File: src/rtl/pacman_motion_ctrl.sv
// rtl/pacman_motion_ctrl.sv - pad-driven grid motion controller with one pending turn and maze ROM probe
// Optional TUNNEL_WRAP_EN: out-of-range neighbours wrap to the opposite maze edge instead of acting as walls.
module pacman_motion_ctrl #(
  parameter int GRID_W   = 32,
  parameter int GRID_H   = 32,
  parameter int XW       = 5,
  parameter int YW       = 5,
  parameter int MOVE_DIV = 4,
  parameter int START_X  = 13,
  parameter int START_Y  = 23
) (
  input  logic          clk,
  input  logic          reset,
  input  logic          enable,
  input  logic          up,
  input  logic          down,
  input  logic          left,
  input  logic          right,
  output logic [XW-1:0] probe_x,
  output logic [YW-1:0] probe_y,
  input  logic          wall_hit,
  output logic [XW-1:0] curr_x,
  output logic [YW-1:0] curr_y,
  output logic [1:0]    dir,
  output logic          moving,
  output logic          step_pulse
);

  localparam int CW = (MOVE_DIV > 1) ? $clog2(MOVE_DIV) : 1;
  localparam logic [CW-1:0] TICK_LAST = CW'(MOVE_DIV - 1);
  localparam logic [1:0] D_UP = 2'd0, D_DOWN = 2'd1, D_LEFT = 2'd2, D_RIGHT = 2'd3;

  typedef enum logic [1:0] {S_WAIT, S_PEND, S_CUR, S_MOVE} state_t;

  state_t        state;
  logic [CW-1:0] tick_cnt;
  logic          tick;
  logic          pend_valid, pend_ok, cur_ok;
  logic [1:0]    pend_dir, snap_dir, req_dir;
  logic          req_any;
  logic [XW-1:0] pend_tx, pn_x, cn_x;
  logic [YW-1:0] pend_ty, pn_y, cn_y;
  logic          pn_in, cn_in;

  // Returns {in_range, x, y}; an unwrapped out-of-range move yields the current cell.
  function automatic logic [XW+YW:0] nbr(input logic [XW-1:0] x, input logic [YW-1:0] y,
                                         input logic [1:0] d);
    logic [XW-1:0] nx;
    logic [YW-1:0] ny;
    logic          inr;
    nx  = x;
    ny  = y;
    inr = 1'b1;
    case (d)
      D_UP: begin
        if (y == '0) begin
`ifdef TUNNEL_WRAP_EN
          ny = YW'(GRID_H - 1);
`else
          inr = 1'b0;
`endif
        end else ny = y - 1'b1;
      end
      D_DOWN: begin
        if (y == YW'(GRID_H - 1)) begin
`ifdef TUNNEL_WRAP_EN
          ny = '0;
`else
          inr = 1'b0;
`endif
        end else ny = y + 1'b1;
      end
      D_LEFT: begin
        if (x == '0) begin
`ifdef TUNNEL_WRAP_EN
          nx = XW'(GRID_W - 1);
`else
          inr = 1'b0;
`endif
        end else nx = x - 1'b1;
      end
      default: begin
        if (x == XW'(GRID_W - 1)) begin
`ifdef TUNNEL_WRAP_EN
          nx = '0;
`else
          inr = 1'b0;
`endif
        end else nx = x + 1'b1;
      end
    endcase
    return {inr, nx, ny};
  endfunction

  assign {pn_in, pn_x, pn_y} = nbr(curr_x, curr_y, pend_dir);
  assign {cn_in, cn_x, cn_y} = nbr(curr_x, curr_y, dir);
  assign tick    = enable && (tick_cnt == TICK_LAST);
  assign req_any = up | down | left | right;

  always_comb begin
    req_dir = D_RIGHT;
    if (up)        req_dir = D_UP;
    else if (down) req_dir = D_DOWN;
    else if (left) req_dir = D_LEFT;
  end

  always_comb begin
    probe_x = curr_x;
    probe_y = curr_y;
    case (state)
      S_PEND: if (pend_valid) begin
        probe_x = pn_x;
        probe_y = pn_y;
      end
      S_CUR: begin
        probe_x = cn_x;
        probe_y = cn_y;
      end
      default: ;
    endcase
  end

  always_ff @(posedge clk) begin
    if (reset) begin
      state      <= S_WAIT;
      tick_cnt   <= '0;
      curr_x     <= XW'(START_X);
      curr_y     <= YW'(START_Y);
      dir        <= D_LEFT;
      moving     <= 1'b0;
      step_pulse <= 1'b0;
      pend_valid <= 1'b0;
      pend_dir   <= D_LEFT;
      snap_dir   <= D_LEFT;
      pend_tx    <= '0;
      pend_ty    <= '0;
      pend_ok    <= 1'b0;
      cur_ok     <= 1'b0;
    end else begin
      step_pulse <= 1'b0;
      if (enable) tick_cnt <= (tick_cnt == TICK_LAST) ? '0 : tick_cnt + 1'b1;
      case (state)
        S_WAIT: if (tick) state <= S_PEND;
        S_PEND: begin
          if (!enable) state <= S_WAIT;
          else begin
            // Snapshot the target so a request arriving mid-probe cannot retarget this move.
            pend_ok  <= pend_valid && pn_in && !wall_hit;
            snap_dir <= pend_dir;
            pend_tx  <= pn_x;
            pend_ty  <= pn_y;
            state    <= S_CUR;
          end
        end
        S_CUR: begin
          if (!enable) state <= S_WAIT;
          else begin
            cur_ok <= cn_in && !wall_hit;
            state  <= S_MOVE;
          end
        end
        default: begin
          state <= S_WAIT;
          if (enable) begin
            if (pend_ok) begin
              dir        <= snap_dir;
              curr_x     <= pend_tx;
              curr_y     <= pend_ty;
              moving     <= 1'b1;
              step_pulse <= 1'b1;
              if (pend_dir == snap_dir) pend_valid <= 1'b0;
            end else if (cur_ok) begin
              curr_x     <= cn_x;
              curr_y     <= cn_y;
              moving     <= 1'b1;
              step_pulse <= 1'b1;
            end else begin
              moving <= 1'b0;
            end
          end
        end
      endcase
      if (req_any) begin
        pend_valid <= 1'b1;
        pend_dir   <= req_dir;
      end
    end
  end

endmodule
File: config.mk
export PLATFORM = sky130hd
export DESIGN_NAME = pacman_motion_ctrl
export DESIGN_NICKNAME = d
export VERILOG_FILES = /design/src/rtl/pacman_motion_ctrl.sv
export SDC_FILE = /design/constraint.sdc
export NUM_CORES = 1
export LEC_CHECK = 0
export BUFFER_PORTS_ARGS = -buffer_cell sky130_fd_sc_hd__buf_2
export CAP_MARGIN = 20
export CORE_MARGIN = 1.5
export CORE_UTILIZATION = 45
export DETAILED_ROUTE_END_ITERATION = 10
export PLACE_DENSITY = 0.67
export SYNTH_ARGS = -nofsm -noshare
export SYNTH_HDL_FRONTEND = slang
export SYNTH_SLANG_ARGS = --single-unit
File: constraint.sdc
create_clock -name clk -period 1.9 [get_ports clk]
set_input_delay 0.095 -clock clk [delete_from_list [all_inputs] [get_ports clk]]
set_output_delay 0.095 -clock clk [all_outputs]
set_load 0.005 [all_outputs]
==> summary.txt, run 1 <==
Status - finished, violations left
Failing checks - negative setup slack
CP Class - reg2out
GRT Overall Usage - 28.0%
Final hold vios - 0
Io pins - 32
CTS tree - built
Crit start category - flop
Leakage - 1.53 nW
Maxcap violations - 0
Total wire length - 9.37 mm
Count of flip-flops with a built-in enable after synthesis - 0
Mean area per synthesized cell - 7.47 sq um
Async S/R FF share, synth - 0%
Largest net degree at the start of global routing - 21
WL per Instance - 18.7 um
Synth warnings - 0
Critical-path cell list - inv_4 > ha_4 > nor4b_4 > o22ai_2 > o221ai_1 > o221ai_2 > buf_2
Area growth syn-to-layout - 41.2%
CP Data Arrival Time - 2.03 ns
Top cell type by total area after synthesis - dfxtp_1
Vias in the first global route - 2852
Area of the die - 6380 sq um
Initial Util - 47.4%
First-pass GRT wire length - 13.9 mm
Antenna violations before repair - 0
Worst-Margin Slew - 0.480 ns
Detailed Place HPWL - 5.91 mm
Vias per Instance - 6.27
Worst Path Required - 1.80 ns
Top post-synthesis cells by area - dfxtp_1, a21oi_1, nand2_1, nor2_1, o21ai_0
Slew Limit Fails - 0
Most frequent cells after synthesis - nand2_1, dfxtp_1, nor2_1
Root buf cell - clkbuf_8
DRT iter0 DRCs - 414
# clock sinks - 35
Worst VDD drop - 537 uV
Post-synth top area share - 26.4%
Final worst setup slack - -0.229 ns
Top FF cell, synth - dfxtp_1
Clock power share - 34.2%
Worst path bufs/invs - 2
Seq/Total Area, Yosys - 26.4%
Core ar. - 5610 sq um
Final setup vio count - 9
Fill count - 438
CTS Buf Count - 5
Slew HR - 67.9%
Nets - 444
Count leader, synth - nand2_1
Ant diodes - 0
Highest fanout seen on the critical path - 6
Clk buf depth - 2
CTS clk-pin slew, worst paths - 0.08 ns
Setup TNS - -1.40 ns
GRT overflow - 0
Synth Instances - 356
P_int - 1.41 mW
Syn Nets - 373
Remaining DRCs - 0
Fmax - 470 MHz
H-tree depth - 2
Share of layout cells above drive strength 1 - 41.6%
Worst hold slack - 0.0111 ns
DR pass1 iterations - 6
RSZ-0062 raised after global routing - true
Mapped cell area - 2660 sq um
Comb pwr share - 25.9%
Gpl congestion - 0.903
Row cnt - 27
Synth unique cells - 62
Register share of total power - 39.9%
Flops & latches, synth - 35
# port buffers - 31
PwrDens - 545 nW/um^2
Crit path max-delay family - compound AO/OA/AOI/OAI gates
Final Skew - 0.00806 ns
Vias - 3134
Min Tclk post-route - 2.13 ns
Crit-path max cell delay - 0.41 ns
Die height - 79.9 um
Slowest stage cell, crit path - nor4b_4
Sw Ratio - 31.0%
Die width - 79.9 um
Worst-Skew Late Latency - 0.29 ns
Detail Route Antenna Nets - 0
Crit share post-route - 112%
Crit. End Element - primary output
NetSw - 0.635 mW
Hold Crit Class - in2reg
[repair_timing]
item                                    in CTS  in global routing
endpoints found under the hold margin        1                  0
pin swaps                                   14                 25
endpoints found under the setup margin      10                 13
hold buffers                                 1                  0
gates resized for setup                     47                 53
setup buffers                               11                  9
[power by group through the flow]
stage / Clock (mW) / Combinational (mW) / Sequential (mW)
floorplan: 0 / 0.265 / 0.819
global placement: 0 / 0.412 / 0.833
detailed placement: 0 / 0.417 / 0.834
CTS: 0.709 / 0.457 / 0.820
global route: 0.749 / 0.565 / 0.822
finish: 0.699 / 0.530 / 0.817
[cells by family after synthesis]
| family | count (synthesis) | synth area share, % |
|---|---|---|
| AO/OA/AOI/OAI | 114 | 29.3 |
| flip-flops | 35 | 26.4 |
| XOR/XNOR | 5 | 1.65 |
| buffers and inverters | 44 | 7.86 |
| multiplexers | 5 | 2.35 |
| adder cells (fa/ha/maj) | 9 | 4.24 |
| AND/OR/NAND/NOR | 144 | 28.3 |
[stage by stage]
stage                     utilization, %  instance area [sq um]  total power, mW  std cells  worst slack, ns
after floorplan                        -                   2660             1.08        356           0.0240
after global placement              55.2                   3100             1.25        474           0.0649
after detailed placement            55.2                   3100             1.25        474           0.0412
after CTS                           62.1                   3480             1.99        494           -0.161
after global routing                66.9                   3750             2.13        500           -0.292
final                               66.9                   3750             2.05        500           -0.229
[metal layers]
layer	GRT usage, %	up-vias	part of all wire, %
met1	36.8	1478	42
met2	46.4	176	47
met3	5.14	22	7.6
met5	0	-	0
li1	-	1458	-
met4	8.10	0	3.0
[layout by cell type, fill, tap and decap left out, types with 4 or more instances in the layout]
| cell type | count |
|---|---|
| a21oi_1 | 23 |
| a21oi_2 | 6 |
| and2_1 | 4 |
| buf_2 | 31 |
| buf_4 | 57 |
| buf_6 | 4 |
| clkbuf_8 | 5 |
| dfxtp_1 | 22 |
| dfxtp_2 | 6 |
| dfxtp_4 | 7 |
| ha_4 | 4 |
| inv_1 | 9 |
| mux2i_1 | 4 |
| nand2_1 | 38 |
| nand2b_1 | 7 |
| nand3_1 | 12 |
| nor2_1 | 33 |
| nor2b_1 | 5 |
| nor3_1 | 9 |
| nor4_1 | 4 |
| o21ai_0 | 18 |
| o21ai_1 | 7 |
| o31ai_1 | 4 |
[state kept, by name, summed over array words and instances, names as in the netlist]
register and flops:
step_pulse 1, pend_ok 1, snap_dir 2, dir 2
tick_cnt 2, state 2, pend_tx 5, pend_ty 5
pend_valid 1, moving 1, curr_x 5, curr_y 5
pend_dir 2, cur_ok 1
[cell type report]
cell class | instances | area (sq um) | share of cell area [%]
Clock buffer | 5 | 68.8 | 1.83
Timing Repair Buffer | 94 | 658 | 17.5
Clock inverter | 3 | 47.5 | 1.27
Sequential cell | 35 | 734 | 19.6
Tap cell | 72 | 90.1 | 2.40
Inverter | 14 | 60.1 | 1.60
Multi-Input combinational cell | 277 | 2090 | 55.8
[worst paths after layout]
check	from	end	slack (ns)	cells past startpoint
hold / removal	down	pend_dir[1]	0.01	2
hold reg to reg	pend_ty[2]	pend_ty[2]	0.46	2
setup / recovery	curr_x[1]	probe_x[1]	-0.23	7
setup reg to reg	curr_y[1]	curr_y[2]	-0.04	9
Power figures use the tool's default switching activity.
==> run 2, diff against run 1 <==
--- a/config.mk
+++ b/config.mk
@@ -8,9 +8,10 @@
 export BUFFER_PORTS_ARGS = -buffer_cell sky130_fd_sc_hd__buf_2
 export CAP_MARGIN = 20
 export CORE_MARGIN = 1.5
-export CORE_UTILIZATION = 45
+export CORE_UTILIZATION = 53
 export DETAILED_ROUTE_END_ITERATION = 10
-export PLACE_DENSITY = 0.67
+export PLACE_DENSITY = 0.77
+export RECOVER_POWER = 100
 export SYNTH_ARGS = -nofsm -noshare
 export SYNTH_HDL_FRONTEND = slang
 export SYNTH_SLANG_ARGS = --single-unit
==> run 2 against run 1 <==
The flow finishes with violations (negative hold slack, negative setup slack). Non-clock buffer count rose by 4. Cell area fell by 0.93%. Die area fell by 15%. Highest routed layer unchanged. Largest power group unchanged. First-iteration DRC count rose by 38%. Hold slack got worse by 0.014 ns. Global-route usage rose by 6.8 points. Clock skew fell by 0.00059 ns. Utilization rose by 11 points. Routed wire length rose by 5.8%. Sequential cell count did not move.
==> summary.txt, run 2 (same netlist as run 1, synthesis figures left out) <==
CTS Buf Count - 5 (unchanged)
H-tree depth - 2 (unchanged)
Leakage - 1.50 nW (was 1.53 nW)
DRT iter0 DRCs - 571 (was 414)
Root buf cell - clkbuf_8 (unchanged)
Vias per Instance - 6.68 (was 6.27)
WL per Instance - 19.9 um (was 18.7 um)
Share of layout cells above drive strength 1 - 39.8% (was 41.6%)
GRT Overall Usage - 34.8% (was 28.0%)
Critical-path cell list - inv_4 > ha_4 > nor4b_4 > nand2_1 > o311ai_0 > a22oi_1 > o22ai_1 > buf_2 (was inv_4 > ha_4 > nor4b_4 > o22ai_2 > o221ai_1 > o221ai_2 > buf_2)
Area growth syn-to-layout - 39.9% (was 41.2%)
Clk buf depth - 2 (unchanged)
Crit start category - flop (unchanged)
Vias in the first global route - 2964 (was 2852)
Slew HR - 67.1% (was 67.9%)
Finished layout cell area - 3720 sq um (was 3750 sq um)
CTS clk-pin slew, worst paths - 0.08 ns (about the same)
Detailed Place HPWL - 5.86 mm (was 5.91 mm)
Worst-Margin Slew - 0.493 ns (was 0.480 ns)
Core ar. - 4790 sq um (was 5610 sq um)
Reg2reg start - curr_x[1] (was curr_y[1])
Failing checks - negative hold slack, negative setup slack (was negative setup slack)
Total chip power - 2.03 mW (was 2.05 mW)
# port buffers - 31 (unchanged)
Worst-Skew Late Latency - 0.30 ns (was 0.29 ns)
Antenna violations before repair - 0 (unchanged)
Row cnt - 25 (was 27)
Setup TNS - -1.38 ns (was -1.40 ns)
Highest fanout seen on the critical path - 4 (was 6)
Die height - 73.8 um (was 79.9 um)
CP Data Arrival Time - 2.11 ns (was 2.03 ns)
Hold Crit Class - in2reg (unchanged)
Area of the die - 5450 sq um (was 6380 sq um)
Sink of the worst hold path - pend_dir[1] (unchanged)
Crit share post-route - 116% (was 112%)
Slew Limit Fails - 0 (unchanged)
Detail Route Antenna Nets - 0 (unchanged)
Maxcap violations - 0 (unchanged)
Worst hold slack - -0.00333 ns (was 0.0111 ns)
CP Class - reg2out (unchanged)
Worst VDD drop - 554 uV (was 537 uV)
Initial Util - 55.6% (was 47.4%)
Gpl congestion - 1.03 (was 0.903)
Final worst setup slack - -0.309 ns (was -0.229 ns)
Ant diodes - 0 (unchanged)
Crit path max-delay family - compound AO/OA/AOI/OAI gates (unchanged)
Io pins - 32 (unchanged)
Fill count - 318 (was 438)
Remaining DRCs - 0 (unchanged)
DR pass1 iterations - 5 (was 6)
# clock sinks - 35 (unchanged)
Final setup vio count - 9 (unchanged)
R2r endpoint - curr_x[0] (was curr_y[2])
Min Tclk post-route - 2.21 ns (was 2.13 ns)
Hold path start - down (unchanged)
Total wire length - 9.91 mm (was 9.37 mm)
CTS tree - built (unchanged)
Fmax - 453 MHz (was 470 MHz)
Most common cell after layout, fill and taps aside - buf_4 (unchanged)
Reg2Reg Depth - 8 (was 9)
RSZ-0062 raised after global routing - true (unchanged)
Vias - 3334 (was 3134)
Largest net degree at the start of global routing - 27 (was 21)
Die width - 73.8 um (was 79.9 um)
PwrDens - 546 nW/um^2 (was 545 nW/um^2)
GRT overflow - 0 (unchanged)
First-pass GRT wire length - 14.4 mm (was 13.9 mm)
Hold path cells - 2 (unchanged)
Slowest stage cell, crit path - dfxtp_4 (was nor4b_4)
Most frequent cells in the layout - buf_4, nand2_1, nor2_1 (unchanged)
Worst path bufs/invs - 2 (unchanged)
Critical path depth - 8 (was 7)
Final Skew - 0.00746 ns (was 0.00806 ns)
Post-DP Area - 3080 sq um (was 3100 sq um)
Crit. End Element - primary output (unchanged)
Place WS - 0.0292 ns (was 0.0412 ns)
Final hold vios - 1 (was 0)
Crit-path max cell delay - 0.37 ns (was 0.41 ns)
R2R setup slack - 0.01 ns (was -0.04 ns)
Nets - 448 (was 444)
Status - finished, violations left (unchanged)
Worst Path Required - 1.80 ns (about the same)
run 2: what timing repair did:
item                                    in CTS  in global routing
endpoints found under the setup margin      10                 14
gates resized for setup                     56                 34
pin swaps                                   18                  8
setup buffers                               17                  8
hold buffers                                 1                  0
hold endpoints to repair                     1                  0
run 2: per-layer routing:
| metal | track usage (%) | routed length [um] | up-vias |
|---|---|---|---|
| met5 | 0 | 0 | - |
| met4 | 15.6 | 551 | 0 |
| met3 | 7.00 | 1000 | 76 |
| met2 | 56.6 | 4620 | 242 |
| met1 | 44.1 | 3730 | 1549 |
| li1 | - | - | 1467 |
run 2: cell type report:
cell class / instances / area [sq um] / share of cell area [%]
Clock inverter: 2 / 35.0 / 0.942
Inverter: 14 / 60.1 / 1.62
Timing Repair Buffer: 98 / 689 / 18.5
Multi-Input combinational cell: 277 / 2040 / 54.8
Clock buffer: 6 / 82.6 / 2.22
Sequential cell: 35 / 731 / 19.7
Tap cell: 67 / 83.8 / 2.25
run 2: how the worst max path moves through the flow:
stage / end / slack (ns) / startpoint
final: probe_y[1] / -0.31 / curr_y[0]
after global routing: probe_y[1] / -0.36 / curr_y[0]
after CTS: probe_y[0] / -0.15 / curr_y[1]
after detailed placement: probe_y[1] / 0.03 / curr_y[0]
after global placement: probe_y[3] / 0.06 / curr_y[2]
after floorplan: pend_ok / 0.02 / curr_x[1]
run 2: per-stage QoR:
stage,instances,hold slack (ns),util [%]
after floorplan,356,0.174,-
after global placement,467,0.296,64.3
after detailed placement,467,0.304,64.3
after CTS,493,0.00217,73.8
after global routing,499,0.0110,77.7
final,499,-0.00333,77.7
run 2: report_power, final:
group / switching, mW / internal (mW) / total [mW]
Clock: 0.288 / 0.425 / 0.712
Combinational: 0.281 / 0.221 / 0.502
Sequential: 0.0413 / 0.775 / 0.816
==> run 3, diff against run 2 <==
--- a/config.mk
+++ b/config.mk
@@ -8,9 +8,9 @@
 export BUFFER_PORTS_ARGS = -buffer_cell sky130_fd_sc_hd__buf_2
 export CAP_MARGIN = 20
 export CORE_MARGIN = 1.5
-export CORE_UTILIZATION = 53
+export CORE_UTILIZATION = 35
+export CTS_BUF_LIST = sky130_fd_sc_hd__clkbuf_4 sky130_fd_sc_hd__clkbuf_8
 export DETAILED_ROUTE_END_ITERATION = 10
-export PLACE_DENSITY = 0.77
 export RECOVER_POWER = 100
 export SYNTH_ARGS = -nofsm -noshare
 export SYNTH_HDL_FRONTEND = slang
==> run 3 against run 2 <==
Setup slack gained 0.12 ns. The flow finishes with violations (negative setup slack). Critical path depth shrank 2. First-iteration DRC count is 37% lower. Register-to-register slack worse by 0.08 ns. Cell area rose by 1.8%. Combinational power decreased by 0.8%. Die area increased by 49%. Non-clock buffer count increased by 7. Hold slack improved by 0.093 ns. Critical path type unchanged. Sequential cell count is the same.
==> summary.txt, run 3 (same netlist as run 1, synthesis figures left out) <==
Sequential cell area - 731 sq um (unchanged)
R2r endpoint - pend_ok (was curr_x[0])
Fmax - 479 MHz (was 453 MHz)
Worst-Skew Late Latency - 0.31 ns (was 0.30 ns)
Initial Util - 36.5% (was 55.6%)
Reg2Reg Depth - 9 (was 8)
Gpl congestion - 0.894 (was 1.03)
PwrDens - 539 nW/um^2 (was 546 nW/um^2)
CTS Buf Count - 5 (unchanged)
Worst-Margin Slew - 0.892 ns (was 0.493 ns)
Nets - 455 (was 448)
Io pins - 32 (unchanged)
Setup TNS - -1.47 ns (was -1.38 ns)
Antenna violations before repair - 0 (unchanged)
Multi-input combinational cell area - 2030 sq um (was 2040 sq um)
Final setup vio count - 13 (was 9)
Total wire length - 9.19 mm (was 9.91 mm)
Remaining DRCs - 0 (unchanged)
Comb pwr share - 24.4% (was 24.7%)
DRT iter0 DRCs - 359 (was 571)
GRT overflow - 0 (unchanged)
Area growth syn-to-layout - 42.4% (was 39.9%)
Highest fanout seen on the critical path - 8 (was 4)
Vias in the first global route - 2976 (was 2964)
CTS clk-pin slew, worst paths - 0.09 ns (was 0.08 ns)
Fill count - 710 (was 318)
Clk buf depth - 2 (unchanged)
Die width - 90.2 um (was 73.8 um)
Final Skew - 0.0104 ns (was 0.00746 ns)
CTS tree - built (unchanged)
Share of layout cells above drive strength 1 - 39.9% (was 39.8%)
Detailed Place HPWL - 6.15 mm (was 5.86 mm)
Status - finished, violations left (unchanged)
Area of the die - 8130 sq um (was 5450 sq um)
# clock sinks - 35 (unchanged)
RSZ-0062 raised after global routing - true (unchanged)
Maxcap violations - 0 (unchanged)
Die height - 90.2 um (was 73.8 um)
CP Class - reg2out (unchanged)
Sw Ratio - 31.7% (was 30.0%)
Worst VDD drop - 375 uV (was 554 uV)
Hold Crit Class - in2reg (unchanged)
Most frequent cells in the layout - buf_4, nand2_1, nor2_1 (unchanged)
Min Tclk post-route - 2.09 ns (was 2.21 ns)
R2R setup slack - -0.07 ns (was 0.01 ns)
Row cnt - 31 (was 25)
Slew Limit Fails - 0 (unchanged)
Vias - 3137 (was 3334)
Largest net degree at the start of global routing - 27 (unchanged)
Clock power share - 35.9% (was 35.1%)
Final hold vios - 0 (was 1)
Most common cell after layout, fill and taps aside - buf_4 (unchanged)
Core ar. - 7290 sq um (was 4790 sq um)
GRT Overall Usage - 22.4% (was 34.8%)
Crit. End Element - primary output (unchanged)
Failing checks - negative setup slack (was negative hold slack, negative setup slack)
Root buf cell - clkbuf_8 (unchanged)
Leakage - 1.53 nW (was 1.50 nW)
WL per Instance - 17.1 um (was 19.9 um)
Worst setup endpoint - probe_x[2] (was probe_y[1])
CP startpoint - curr_x[2] (was curr_y[0])
H-tree depth - 2 (unchanged)
P_int - 1.39 mW (was 1.42 mW)
Worst Path Required - 1.80 ns (about the same)
Final worst setup slack - -0.187 ns (was -0.309 ns)
Place WS - 0.0816 ns (was 0.0292 ns)
Crit share post-route - 110% (was 116%)
Crit start category - flop (unchanged)
Ant diodes - 0 (unchanged)
Slew HR - 40.5% (was 67.1%)
DR pass1 iterations - 5 (unchanged)
CP Data Arrival Time - 1.99 ns (was 2.11 ns)
First-pass GRT wire length - 14.8 mm (was 14.4 mm)
# port buffers - 31 (unchanged)
Detail Route Antenna Nets - 0 (unchanged)
Reg2reg start - curr_x[1] (unchanged)
NetSw - 0.646 mW (was 0.610 mW)
Register share of total power - 39.7% (was 40.2%)
Vias per Instance - 5.83 (was 6.68)
-- run 3: changes by cell type in the layout (fill, tap and decap cells not counted), sizes merged --
cell         before  now
buf              94   96
clkbuf            9   12
dlygate4sd3       1    2
inv              14   15
-- run 3: stage by stage --
stage	area (sq um)	hold WS [ns]	power, mW	std cells	util, %
2_1_floorplan	2660	0.174	1.08	356	-
3_3_place_gp	3160	0.298	1.26	506	43.3
3_5_place_dp	3160	0.301	1.27	506	43.3
4_1_cts	3540	0.0799	2.04	524	48.6
5_1_grt	3790	0.0826	2.13	538	51.9
6_report	3790	0.0900	2.04	538	51.9
-- run 3: final cells by class --
cell class	count	area share, %
multi-input cells	277	53.6
flip-flops and latches	35	19.3
well taps	99	3.27
clock inverters	3	1.26
clock buffers	5	1.82
repair buffers	105	19.3
inverters	14	1.52
-- run 3: what timing repair did --
| item | 4_1_cts | 5_1_grt |
|---|---|---|
| hold buffers | 2 | 0 |
| pin swaps | 20 | 23 |
| setup buffers | 8 | 15 |
| endpoints found under the hold margin | 2 | 0 |
| gates resized for setup | 50 | 48 |
| setup endpoints to repair | 10 | 13 |
-- run 3: routing by layer --
metal,wire [um],GRT usage [%]
met5,0,0
met3,576,4.48
met4,234,9.13
met2,4410,36.6
met1,3970,28.8
-- run 3: worst min-delay path by stage --
stage | start | depth (start not counted) | end | slack (ns)
finish | right | 3 | pend_valid | 0.09
global route | right | 3 | pend_valid | 0.08
CTS | right | 3 | pend_valid | 0.08
floorplan | up | 1 | pend_dir[0] | 0.17
global placement | up | 2 | pend_dir[0] | 0.30
detailed placement | up | 2 | pend_dir[0] | 0.30
-- run 3: power by group through the flow --
stage          Clock (mW)  Combinational (mW)  Sequential, mW
2_1_floorplan           0               0.265           0.819
3_3_place_gp            0               0.435           0.830
3_5_place_dp            0               0.439           0.831
4_1_cts             0.747               0.482           0.812
5_1_grt             0.776               0.543           0.816
6_report            0.732               0.498           0.810
-- run 3: critical path, stage by stage (launching register included) --
cell and delay (ns):
dfxtp_1 0.54, buf_4 0.23, nand2b_4 0.16, o21ai_1 0.07
a222oi_1 0.36, o221ai_2 0.18, buf_2 0.15
